File: src/rtl/sync_filter_edge.sv
// Multi-channel level synchronizer: flop chain, glitch filter, optional registered edge pulses.
// Define SYNC_EDGE_DET_EN to build RISE/FALL/CHANGE; otherwise those ports are tied to 0.
module sync_filter_edge #(
  parameter int unsigned          BUS_WIDTH     = 1,
  parameter int unsigned          NUM_STAGES    = 2,
  parameter int unsigned          FILTER_CYCLES = 3,
  parameter logic [BUS_WIDTH-1:0] RST_VAL       = '0
) (
  input  logic                 CLK,
  input  logic                 RST,
  input  logic [BUS_WIDTH-1:0] ASYNC,
  output logic [BUS_WIDTH-1:0] SYNC,
  output logic [BUS_WIDTH-1:0] RISE,
  output logic [BUS_WIDTH-1:0] FALL,
  output logic                 CHANGE
);

  localparam int unsigned      CNT_W   = (FILTER_CYCLES > 1) ? $clog2(FILTER_CYCLES) : 1;
  localparam logic [CNT_W-1:0] CNT_MAX = CNT_W'(FILTER_CYCLES - 1);

  logic [BUS_WIDTH-1:0] stage_q [NUM_STAGES];
  logic [BUS_WIDTH-1:0] raw;
  logic [BUS_WIDTH-1:0] sync_q, sync_d;
  logic [CNT_W-1:0]     cnt_q [BUS_WIDTH];
  logic [CNT_W-1:0]     cnt_d [BUS_WIDTH];

  assign raw = stage_q[NUM_STAGES-1];

  // A differing raw level must persist FILTER_CYCLES cycles; any return to SYNC drops the credit.
  always_comb begin
    // NOTE: every output gets a default before the loop, so no path leaves a latch behind.
    sync_d = sync_q;
    for (int i = 0; i < int'(BUS_WIDTH); i++) begin
      cnt_d[i] = cnt_q[i];
      if (raw[i] == sync_q[i]) begin
        cnt_d[i] = '0;
      end else if (cnt_q[i] == CNT_MAX) begin
        sync_d[i] = raw[i];
        cnt_d[i]  = '0;
      end else begin
        cnt_d[i] = cnt_q[i] + CNT_W'(1);
      end
    end
  end

  always_ff @(posedge CLK or posedge RST) begin
    if (RST) begin
      for (int k = 0; k < int'(NUM_STAGES); k++) stage_q[k] <= RST_VAL;
      for (int i = 0; i < int'(BUS_WIDTH); i++) cnt_q[i] <= '0;
      sync_q <= RST_VAL;
    end else begin
      // NOTE: non-blocking assignments let the chain shift one stage per edge regardless of order.
      stage_q[0] <= ASYNC;
      for (int k = 1; k < int'(NUM_STAGES); k++) stage_q[k] <= stage_q[k-1];
      for (int i = 0; i < int'(BUS_WIDTH); i++) cnt_q[i] <= cnt_d[i];
      sync_q <= sync_d;
    end
  end

  assign SYNC = sync_q;

`ifdef SYNC_EDGE_DET_EN
  logic [BUS_WIDTH-1:0] rise_q, fall_q;
  logic                 change_q;

  // Pulses are registered from the same next-state that updates SYNC, so they align with it.
  always_ff @(posedge CLK or posedge RST) begin
    if (RST) begin
      rise_q   <= '0;
      fall_q   <= '0;
      change_q <= 1'b0;
    end else begin
      rise_q   <= sync_d & ~sync_q;
      fall_q   <= ~sync_d & sync_q;
      change_q <= |(sync_d ^ sync_q);
    end
  end

  assign RISE   = rise_q;
  assign FALL   = fall_q;
  assign CHANGE = change_q;
`else
  assign RISE   = '0;
  assign FALL   = '0;
  assign CHANGE = 1'b0;
`endif

endmodule
File: config.mk
export PLATFORM = sky130hd
export DESIGN_NAME = sync_filter_edge
export DESIGN_NICKNAME = d
export VERILOG_FILES = /design/src/rtl/sync_filter_edge.sv
export SDC_FILE = /design/constraint.sdc
export NUM_CORES = 1
export LEC_CHECK = 0
export CAP_MARGIN = 20
export CORE_AREA = 2 2 39 41
export CTS_CLUSTER_DIAMETER = 120
export DETAILED_ROUTE_END_ITERATION = 8
export DIE_AREA = 0 0 41 43
export DONT_BUFFER_PORTS = 1
export GPL_ROUTABILITY_DRIVEN = 0
export HOLD_SLACK_MARGIN = 0.1
export PLACE_DENSITY_LB_ADDON = 0.05
export SYNTH_ARGS = -nofsm -noshare
export SYNTH_HDL_FRONTEND = slang
export SYNTH_SLANG_ARGS = --single-unit
File: constraint.sdc
create_clock -name CLK -period 1.3 [get_ports CLK]
set_input_delay 0.26 -clock CLK [delete_from_list [all_inputs] [get_ports CLK]]
set_output_delay 0.26 -clock CLK [all_outputs]
set_load 0.005 [all_outputs]
---- Word level (Yosys, flattened, before mapping) ----
Index checks and enable logic that the tools add are counted.
word-level totals
  bits in registers ....................... 5
  latch bits .............................. 0
  bits in writable memories ............... 0
  memory bits (read-only) ................. 0
  output and inout port bits .............. 4
  logic and storage cells ................. 11
  memories kept ........................... 0
operators by class
  add/subtract/negate cells ............... 1
  $mul .................................... 0
  div/mod/pow operators ................... 0
  $lt $le $gt $ge ......................... 0
  equal/unequal tests ..................... 2
  shift operators ......................... 0
  mux-type cells .......................... 2
  bitwise gates (word level) .............. 1
  reductions and logical operators ........ 1
operators with widths
  operator                                                       count
  2-bit two-way mux                                              2
  2-bit by 1-bit adder with 2-bit output, second input constant  1
  2-bit == test, second input constant                           1
  2-bit AND reduction                                            1
  1-bit == test                                                  1
  1-bit NOT                                                      1

---- Logic depth before layout (Yosys ltp) ----
Gate-level depths: netlist (run 1).
  depth after elaboration ................. 3
  gate-level depth with buffers ........... 2

---- Least setup slack after synthesis (run 1) ----
OpenSTA, ideal clock, no wires.
  path kind ............................... register to register
  from .................................... register cnt_q[0] (netlist name)
  to ...................................... register sync_q, in the netlist SYNC
  library setup time ...................... 125 ps
  arrival time ............................ 787 ps
  data required time ...................... 1175 ps
  slack ................................... 387 ps
  cell stages (with the launch flop) ...... 3
  buffers on the path ..................... 0
  period minus slack after synthesis ...... 913 ps
  cell sequence ........................... dfrtp_1 -> nor2b_4 -> mux2_4
between the ends
  word-level cells in the longest chain between the ends .. 2
RTL lines
  element                        RTL line  RTL
  start: declaration             24        logic [CNT_W-1:0] cnt_q [BUS_WIDTH];
  2-bit == test                  37        end else if (cnt_q[i] == CNT_MAX) begin
  2-bit AND reduction (no line)  --
  end signal: assignment         56        sync_q <= sync_d;
  end: declaration               23        logic [BUS_WIDTH-1:0] sync_q, sync_d;
No other way between the ends.
A chain may end at the register's enable or synchronous reset.

---- Worst setup path in the final report (run 1) ----
Same ends and word-level chain as after synthesis.

==> results.sh, run 1 <==
export IMPL_max_cap_violations=0
export IMPL_cts_sinks=5
export IMPL_setup_viol=0
export IMPL_holdPathStages=0
export IMPL_powerDensity_nw_per_um2=2050
export IMPL_r2r_setup_slack_ns=0.36
export IMPL_fp_dieH_um=43
export IMPL_h_tree_depth=1
export IMPL_nets=24
export IMPL_power_leakage_nw=0.116
export IMPL_die_width_um=41
export IMPL_drv_slew=0
export IMPL_path_max_fanout=3
export IMPL_ioPinCount=7
export IMPL_wl_per_cell_um=7.50
export IMPL_r2r_end="SYNC"
export IMPL_fin_crit_sh=0.720
export IMPL_dr_pass1_iters=1
export IMPL_p_total_w=0.000526
export IMPL_diodes=0
export IMPL_crit_type="reg2reg"
export IMPL_synth_area_um2=205
export IMPL_rows=14
export IMPL_root_buffer="clkbuf_4"
export IMPL_r2r_cells=2
export IMPL_initial_core_util=0.148
export IMPL_grt_start_max_net_pins=6
export IMPL_ant_nets=0
export IMPL_cts_hold_buf=2
export IMPL_fin_crit_ns=0.936
export IMPL_numPortBuffers=0
export IMPL_grt_pass1_wl_um=455
export IMPL_drt_wl_total_um=270
export IMPL_dieArea_um2=1760
export IMPL_crit_path_end_kind="register"
export IMPL_grt_overflow=0
export IMPL_post_cts_repair_setup_buffers=0
export IMPL_final_setup_tns_ns=0
export IMPL_coreArea_um2=1380
export IMPL_vias_per_cell=3.08
export IMPL_syn2layout_area_growth_pct=25.0
export IMPL_peakVddDrop_uv=544
export IMPL_postCtsResizedCells=0
export IMPL_yosys_cell_types_count=9
export IMPL_fin_skew_ns=0.00552
export IMPL_fin_ws_ns=0.364
export IMPL_antenna_found_initial=0
export IMPL_clock_path_buffers=2
export IMPL_fillers=159
export IMPL_ys_seq_area_frac=0.610
export IMPL_drt_iter0_markers=0
export IMPL_drc=0
export IMPL_dpl_instance_area_um2=210
export IMPL_start_kind="register"
export IMPL_synth_warnings=0
export IMPL_grt_use_total=0.0484
export IMPL_fmax_mhz=1070
export IMPL_syn_mean_instance_area_um2=13.7
export IMPL_grt_pass1_vias=122
export IMPL_clk_pin_slew_worst_paths_ns=0.05
export IMPL_cts_tree="built"
export IMPL_ys_seq_elements=5
export IMPL_hold_end="raw"
export IMPL_drive_gt1_frac=0.250
export IMPL_rsz0062_at_grt="false"
export IMPL_place_ws_ns=0.357
export IMPL_min_from="stage_q[1]"
export IMPL_cts_buffers=3
export IMPL_cp_arrival_ns=1.06
export IMPL_fin_util=0.185
export IMPL_vias=111
export IMPL_finalInstanceArea_um2=256
export IMPL_clock_latency_ns=0.24
export IMPL_hp_class="reg2reg"
export IMPL_hold_viol_final=0
export IMPL_synth_cells=15
export IMPL_status="finished clean"
export IMPL_timing_rr_start="cnt_q[0]"
export IMPL_cp_required_ns=1.42
-- synth_stat cells, drive strengths merged --
| cell type | instances | share of area |
|---|---|---|
| dfrtp | 5 | 0.61 |
| buf | 3 | 0.11 |
| conb | 1 | 0.018 |
| inv | 1 | 0.018 |
| mux2 | 1 | 0.073 |
| nor2b | 1 | 0.067 |
| nor3 | 1 | 0.024 |
| nor3b | 1 | 0.037 |
| xnor2 | 1 | 0.043 |
-- kinds of logic after synthesis --
kind of cell | count (synthesis) | synth area share
muxes | 1 | 0.0731
and+or+nand+nor | 3 | 0.128
buffers and inverters | 4 | 0.128
xor gates and xnor gates | 1 | 0.0427
other | 1 | 0.0183
DFF | 5 | 0.610
-- critical path: stages, from the launching register on --
cell and delay [ns]:
dfrtp_1 0.40, nor2b_4 0.12, mux2_4 0.29
-- report_power, final --
group / switching, W / leakage [nW] / internal, W
Clock: 0.0000608 / 0.0150 / 0.000116
Combinational: 0.0000329 / 0.0396 / 0.0000713
Sequential: 0.0000433 / 0.0613 / 0.000202
-- how the worst max path moves through the flow --
stage               startpoint  endpoint  slack, ns
floorplan             cnt_q[0]      SYNC       0.39
global placement      cnt_q[0]      SYNC       0.37
detailed placement    cnt_q[0]      SYNC       0.36
CTS                   cnt_q[0]      SYNC       0.35
global route          cnt_q[0]      SYNC       0.34
finish                cnt_q[0]      SYNC       0.36
-- layout make-up --
class | count | area, µm² | share of cell area
Inverter | 1 | 3.75 | 0.0146
Sequential cell | 5 | 125 | 0.488
Tap cell | 16 | 20.0 | 0.0780
Multi-Input combinational cell | 8 | 61.3 | 0.239
Clock buffer | 4 | 26.3 | 0.102
Timing Repair Buffer | 2 | 20.0 | 0.0780
-- cell usage in the layout (no fill, tap or decap) --
master         instances
clkbuf_1               1
clkbuf_4               3
conb_1                 3
dfrtp_1                5
dlygate4sd3_1          2
inv_1                  1
mux2_4                 1
nor2b_4                1
nor3_1                 1
nor3b_1                1
xnor2_1                1
-- through the flow --
stage	hold WS (ns)	instances
floorplan	0.0385	17
global placement	0.0707	30
detailed placement	0.0713	30
CTS	0.357	36
global route	0.363	36
finish	0.349	36
-- state kept, by name (all words and copies together) (netlist names) --
name / cells
raw: 1
SYNC: 1
cnt_q: 2
stage_q: 1
-- routing by layer --
| layer | part of all wire | track usage | vias to the layer above |
|---|---|---|---|
| met1 | 0.42 | 0.0326 | 55 |
| met3 | 0.093 | 0.0838 | 0 |
| met4 | 0 | 0.0200 | 0 |
| met2 | 0.48 | 0.0594 | 4 |
| li1 | - | - | 52 |
| met5 | 0 | 0 | - |
No activity file was read; power rests on OpenSTA's default activity.
==> run 2: changes to the inputs <==
==> constraint.sdc (replaced) <==
create_clock -name CLK -period 0.9 [get_ports CLK]
set_input_delay 0.18 -clock CLK [delete_from_list [all_inputs] [get_ports CLK]]
set_output_delay 0.18 -clock CLK [all_outputs]
set_load 0.005 [all_outputs]
==> run 2 against run 1 <==
Net effect: the run now ends with setup timing left; register-to-register slack worse by 0.38 ns; critical path type is now reg2out; via count up 2.7%; sequential cell count unchanged; wire length up 2.2%; largest power group unchanged; utilization up 1.9 points.
==> results.sh, run 2 (synthesis results as in run 1) <==
export IMPL_seqCellArea_um2=125
export IMPL_path_buf_inv=1
export IMPL_place_ws_ns=-0.0243
export IMPL_drt_iter0_markers=1
export IMPL_ioPinCount=7
export IMPL_fp_dieH_um=43
export IMPL_antenna_found_initial=0
export IMPL_max_stage_delay_ns=0.41
export IMPL_finalInstanceArea_um2=283
export IMPL_cts_tree="built"
export IMPL_vias=114
export IMPL_drv_slew=0
export IMPL_coreArea_um2=1380
export IMPL_status="complete, but fails checks"
export IMPL_max_cap_violations=0
export IMPL_rows=14
export IMPL_drc=0
export IMPL_drt_wl_total_um=276
export IMPL_grt_use_total=0.0514
export IMPL_clock_path_buffers=2
export IMPL_largest_register="cnt_q"
export IMPL_cp_required_ns=0.72
export IMPL_crit_type="reg2out"
export IMPL_dpl_instance_area_um2=233
export IMPL_grt_pass1_wl_um=503
export IMPL_fin_crit_ns=0.960
export IMPL_cp_slowest_cell="dfrtp_1"
export IMPL_path_max_fanout=3
export IMPL_crit_chain="buf_6"
export IMPL_largest_register_ffs=2
export IMPL_setup_viol=2
export IMPL_fin_crit_sh=1.07
export IMPL_dpl_hpwl_um=232
export IMPL_cp_arrival_ns=0.78
export IMPL_diodes=0
export IMPL_grt_overflow=0
export IMPL_root_buffer="clkbuf_4"
export IMPL_fin_ws_ns=-0.0599
export IMPL_clock_latency_ns=0.24
export IMPL_fin_skew_ns=0.00312
export IMPL_violations="setup timing"
export IMPL_cts_buffers=3
export IMPL_final_setup_tns_ns=-0.0789
export IMPL_dr_pass1_iters=2
export IMPL_start_kind="register"
export IMPL_cts_sinks=5
export IMPL_final_cell_mix="dfrtp_1, conb_1, clkbuf_4, dlygate4sd3_1, buf_4"
export IMPL_wl_per_cell_um=7.08
export IMPL_grt_start_max_net_pins=6
export IMPL_ant_nets=0
export IMPL_h_tree_depth=1
export IMPL_die_width_um=41
export IMPL_nets=27
export IMPL_rsz0062_at_grt="true"
export IMPL_fmax_mhz=1040
export IMPL_vias_per_cell=2.92
export IMPL_numPortBuffers=0
export IMPL_crit_path_end_kind="primary output"
export IMPL_drive_gt1_frac=0.348
export IMPL_power_leakage_nw=0.132
export IMPL_dieArea_um2=1760
export IMPL_syn2layout_area_growth_pct=37.8
export IMPL_hold_viol_final=0
export IMPL_fin_cells=39
export IMPL_layout_commonest_cell="dfrtp_1"
export IMPL_clk_pin_slew_worst_paths_ns=0.04
export IMPL_grt_pass1_vias=148
export IMPL_multi_input_area_um2=61.3
export IMPL_peakVddDrop_uv=949
export IMPL_initial_core_util=0.148
export IMPL_powerDensity_nw_per_um2=3040
export IMPL_hp_class="in2async"
export IMPL_fillers=153
export IMPL_critPathTopFamily="flip-flops"
export IMPL_placed_cells=33
[run 2: layout make-up]
| type | count | share of cell area |
|---|---|---|
| multi-input cells | 8 | 0.217 |
| inverters | 1 | 0.0133 |
| repair buffers | 5 | 0.164 |
| flip-flops and latches | 5 | 0.442 |
| clock buffers | 4 | 0.0929 |
| well taps | 16 | 0.0708 |
[run 2: repair_timing]
action                     CTS  global route
gates cloned                 0             0
setup endpoints to repair    2             4
buffers inserted             0             0
hold buffers                 2             0
resized for setup            1             0
pin swaps                    0             0
hold endpoints to repair     6             0
[run 2: routing by layer]
metal,up-vias,routed length [µm],share of wire,GRT usage
met4,0,0,0,0.0800
met5,-,0,0,0
met1,53,118,0.43,0.0456
met2,4,137,0.50,0.0594
li1,57,-,-,-
met3,0,20,0.072,0.0314
[run 2: stage by stage]
step	hold slack (ns)	util	total power [W]
after global placement	-0.0134	0.168	0.000588
after detailed placement	-0.0154	0.168	0.000592
after floorplan	-0.0415	-	0.000488
after CTS	0.272	0.204	0.000884
final	0.284	0.204	0.000861
after global routing	0.297	0.204	0.000940
[run 2: final timing paths]
path / cells past startpoint / slack [ns] / from / end
setup / recovery: 1 / -0.06 / SYNC / SYNC
hold / removal: 2 / 0.28 / RST / raw
setup reg to reg: 2 / -0.02 / cnt_q[0] / SYNC
hold reg to reg: 0 / 0.35 / stage_q[1] / raw
max in group asynchronous: 2 / 0.44 / RST / cnt_q[1]
min in group CLK: 0 / 0.35 / stage_q[1] / raw
[run 2: where the power goes]
group          switching [W]  internal [W]  leakage, nW
Clock              0.0000869      0.000167       0.0150
Sequential         0.0000576      0.000291       0.0613
Combinational      0.0000726      0.000185       0.0560
Total               0.000217      0.000643        0.132
==> run 3: changes to the inputs <==
--- a/config.mk
+++ b/config.mk
@@ -12,6 +12,7 @@
 export DIE_AREA = 0 0 41 43
 export DONT_BUFFER_PORTS = 1
 export GPL_ROUTABILITY_DRIVEN = 0
+export GPL_TIMING_DRIVEN = 0
 export HOLD_SLACK_MARGIN = 0.1
 export PLACE_DENSITY_LB_ADDON = 0.05
 export SYNTH_ARGS = -nofsm -noshare
==> run 3 against run 2 <==
Net effect: the flow still finishes with violations (setup timing); hold slack gained 0.0021 ns; critical path depth grew 1; power shrank 4.6%; global-route usage shrank 0.81 points; die area is the same; sequential share of layout area shrank 1.7 points; non-clock buffer count grew 2; largest cell class unchanged; largest power group unchanged.
==> results.sh, run 3 (synthesis results as in run 1) <==
export IMPL_vias_per_cell=2.90
export IMPL_critPathTopFamily="flip-flops"
export IMPL_power_leakage_nw=0.143
export IMPL_ioPinCount=7
export IMPL_clock_latency_ns=0.24
export IMPL_crit_type="reg2reg"
export IMPL_placed_cells=33
export IMPL_power_internal_w=0.000612
export IMPL_fin_crit_ns=0.930
export IMPL_ant_nets=0
export IMPL_drive_gt1_frac=0.400
export IMPL_largest_register_ffs=2
export IMPL_setup_viol=1
export IMPL_clk_pin_slew_worst_paths_ns=0.04
export IMPL_drv_slew=0
export IMPL_cts_buffers=3
export IMPL_fp_dieH_um=43
export IMPL_crit_path_end_kind="register"
export IMPL_power_switching_w=0.000209
export IMPL_final_cell_mix="dfrtp_1, buf_4, conb_1, clkbuf_4, dlygate4sd3_1"
export IMPL_violations="setup timing"
export IMPL_cp_required_ns=1.02
export IMPL_grt_start_max_net_pins=6
export IMPL_root_buffer="clkbuf_4"
export IMPL_h_tree_depth=1
export IMPL_clkPwrFrac=0.309
export IMPL_dr_pass1_iters=1
export IMPL_cts_tree="built"
export IMPL_r2r_cells=2
export IMPL_fillers=158
export IMPL_grt_pass1_vias=119
export IMPL_path_max_fanout=2
export IMPL_vias=119
export IMPL_fin_skew_ns=0.000336
export IMPL_place_ws_ns=-0.0377
export IMPL_fin_crit_sh=1.03
export IMPL_p_sw_frac=0.255
export IMPL_drt_wl_total_um=288
export IMPL_rsz0062_at_grt="true"
export IMPL_antenna_found_initial=0
export IMPL_initial_core_util=0.148
export IMPL_rows=14
export IMPL_r2r_setup_slack_ns=-0.03
export IMPL_cp_num_cells=2
export IMPL_hp_class="in2async"
export IMPL_coreArea_um2=1380
export IMPL_whs_ns=0.286
export IMPL_drt_iter0_markers=0
export IMPL_status="complete, but fails checks"
export IMPL_nets=29
export IMPL_numPortBuffers=0
export IMPL_fmax_mhz=1070
export IMPL_largest_register="cnt_q"
export IMPL_powerDensity_nw_per_um2=2790
export IMPL_max_stage_delay_ns=0.40
export IMPL_hold_viol_final=0
export IMPL_peakVddDrop_uv=828
export IMPL_fin_cells=41
export IMPL_path_buf_inv=0
export IMPL_cp_arrival_ns=1.05
export IMPL_fin_util=0.212
export IMPL_fin_ws_ns=-0.0305
export IMPL_p_seq_frac=0.426
export IMPL_grt_overflow=0
export IMPL_drc=0
export IMPL_syn2layout_area_growth_pct=43.3
export IMPL_max_cap_violations=0
export IMPL_diodes=0
export IMPL_clock_path_buffers=2
export IMPL_die_width_um=41
export IMPL_wl_per_cell_um=7.02
export IMPL_r2r_end="SYNC"
export IMPL_crit_chain="nor2b_4, mux2_4"
export IMPL_start_kind="register"
export IMPL_grt_use_total=0.0433
export IMPL_cp_slowest_cell="dfrtp_1"
export IMPL_cts_sinks=5
export IMPL_dieArea_um2=1760
export IMPL_timing_rr_start="cnt_q[0]"
export IMPL_dpl_instance_area_um2=233
export IMPL_combPwrFrac=0.265
export IMPL_finalInstanceArea_um2=294
export IMPL_grt_pass1_wl_um=455
export IMPL_postCtsResizedCells=0
## run 3: final cells by class
cell class / count / area, µm² / area share
plain buffers: 3 / 22.5 / 0.0766
flip-flops and latches: 5 / 125 / 0.426
clock buffers: 4 / 26.3 / 0.0894
well taps: 16 / 20.0 / 0.0681
multi-input cells: 8 / 61.3 / 0.209
inverters: 1 / 3.75 / 0.0128
repair buffers: 4 / 35.0 / 0.119
## run 3: worst max-delay path by stage
stage	slack, ns	end	start
2_1_floorplan	-0.01	SYNC	cnt_q[0]
3_3_place_gp	-0.03	SYNC	cnt_q[0]
3_5_place_dp	-0.04	SYNC	cnt_q[0]
4_1_cts	-0.04	SYNC	cnt_q[0]
5_1_grt	-0.06	SYNC	cnt_q[0]
6_report	-0.03	SYNC	cnt_q[0]
## run 3: power by group through the flow
stage                     clock (W)  sequential [W]  combinational, W
after detailed placement          0        0.000363          0.000157
after floorplan                   0        0.000348          0.000140
after global routing       0.000283        0.000357          0.000244
final                      0.000254        0.000349          0.000218
after CTS                  0.000271        0.000351          0.000224
after global placement            0        0.000359          0.000155
## run 3: what timing repair did
item,in CTS,in global routing
hold endpoints to repair,6,0
hold buffers,2,0
buffers inserted,2,0
setup endpoints to repair,1,2
## run 3: stage by stage
step | power [W] | setup TNS, ns
2_1_floorplan | 0.000488 | -0.0125
3_3_place_gp | 0.000514 | -0.0340
3_5_place_dp | 0.000520 | -0.0377
4_1_cts | 0.000846 | -0.0357
5_1_grt | 0.000885 | -0.0822
6_report | 0.000821 | -0.0305
## run 3: layer usage
metal,share of wire,global-route usage,vias up
li1,-,-,60
met1,0.39,0.0423,55
met2,0.51,0.0531,4
met3,0.10,0.0209,0
met4,0,0.0600,0
met5,0,0,-
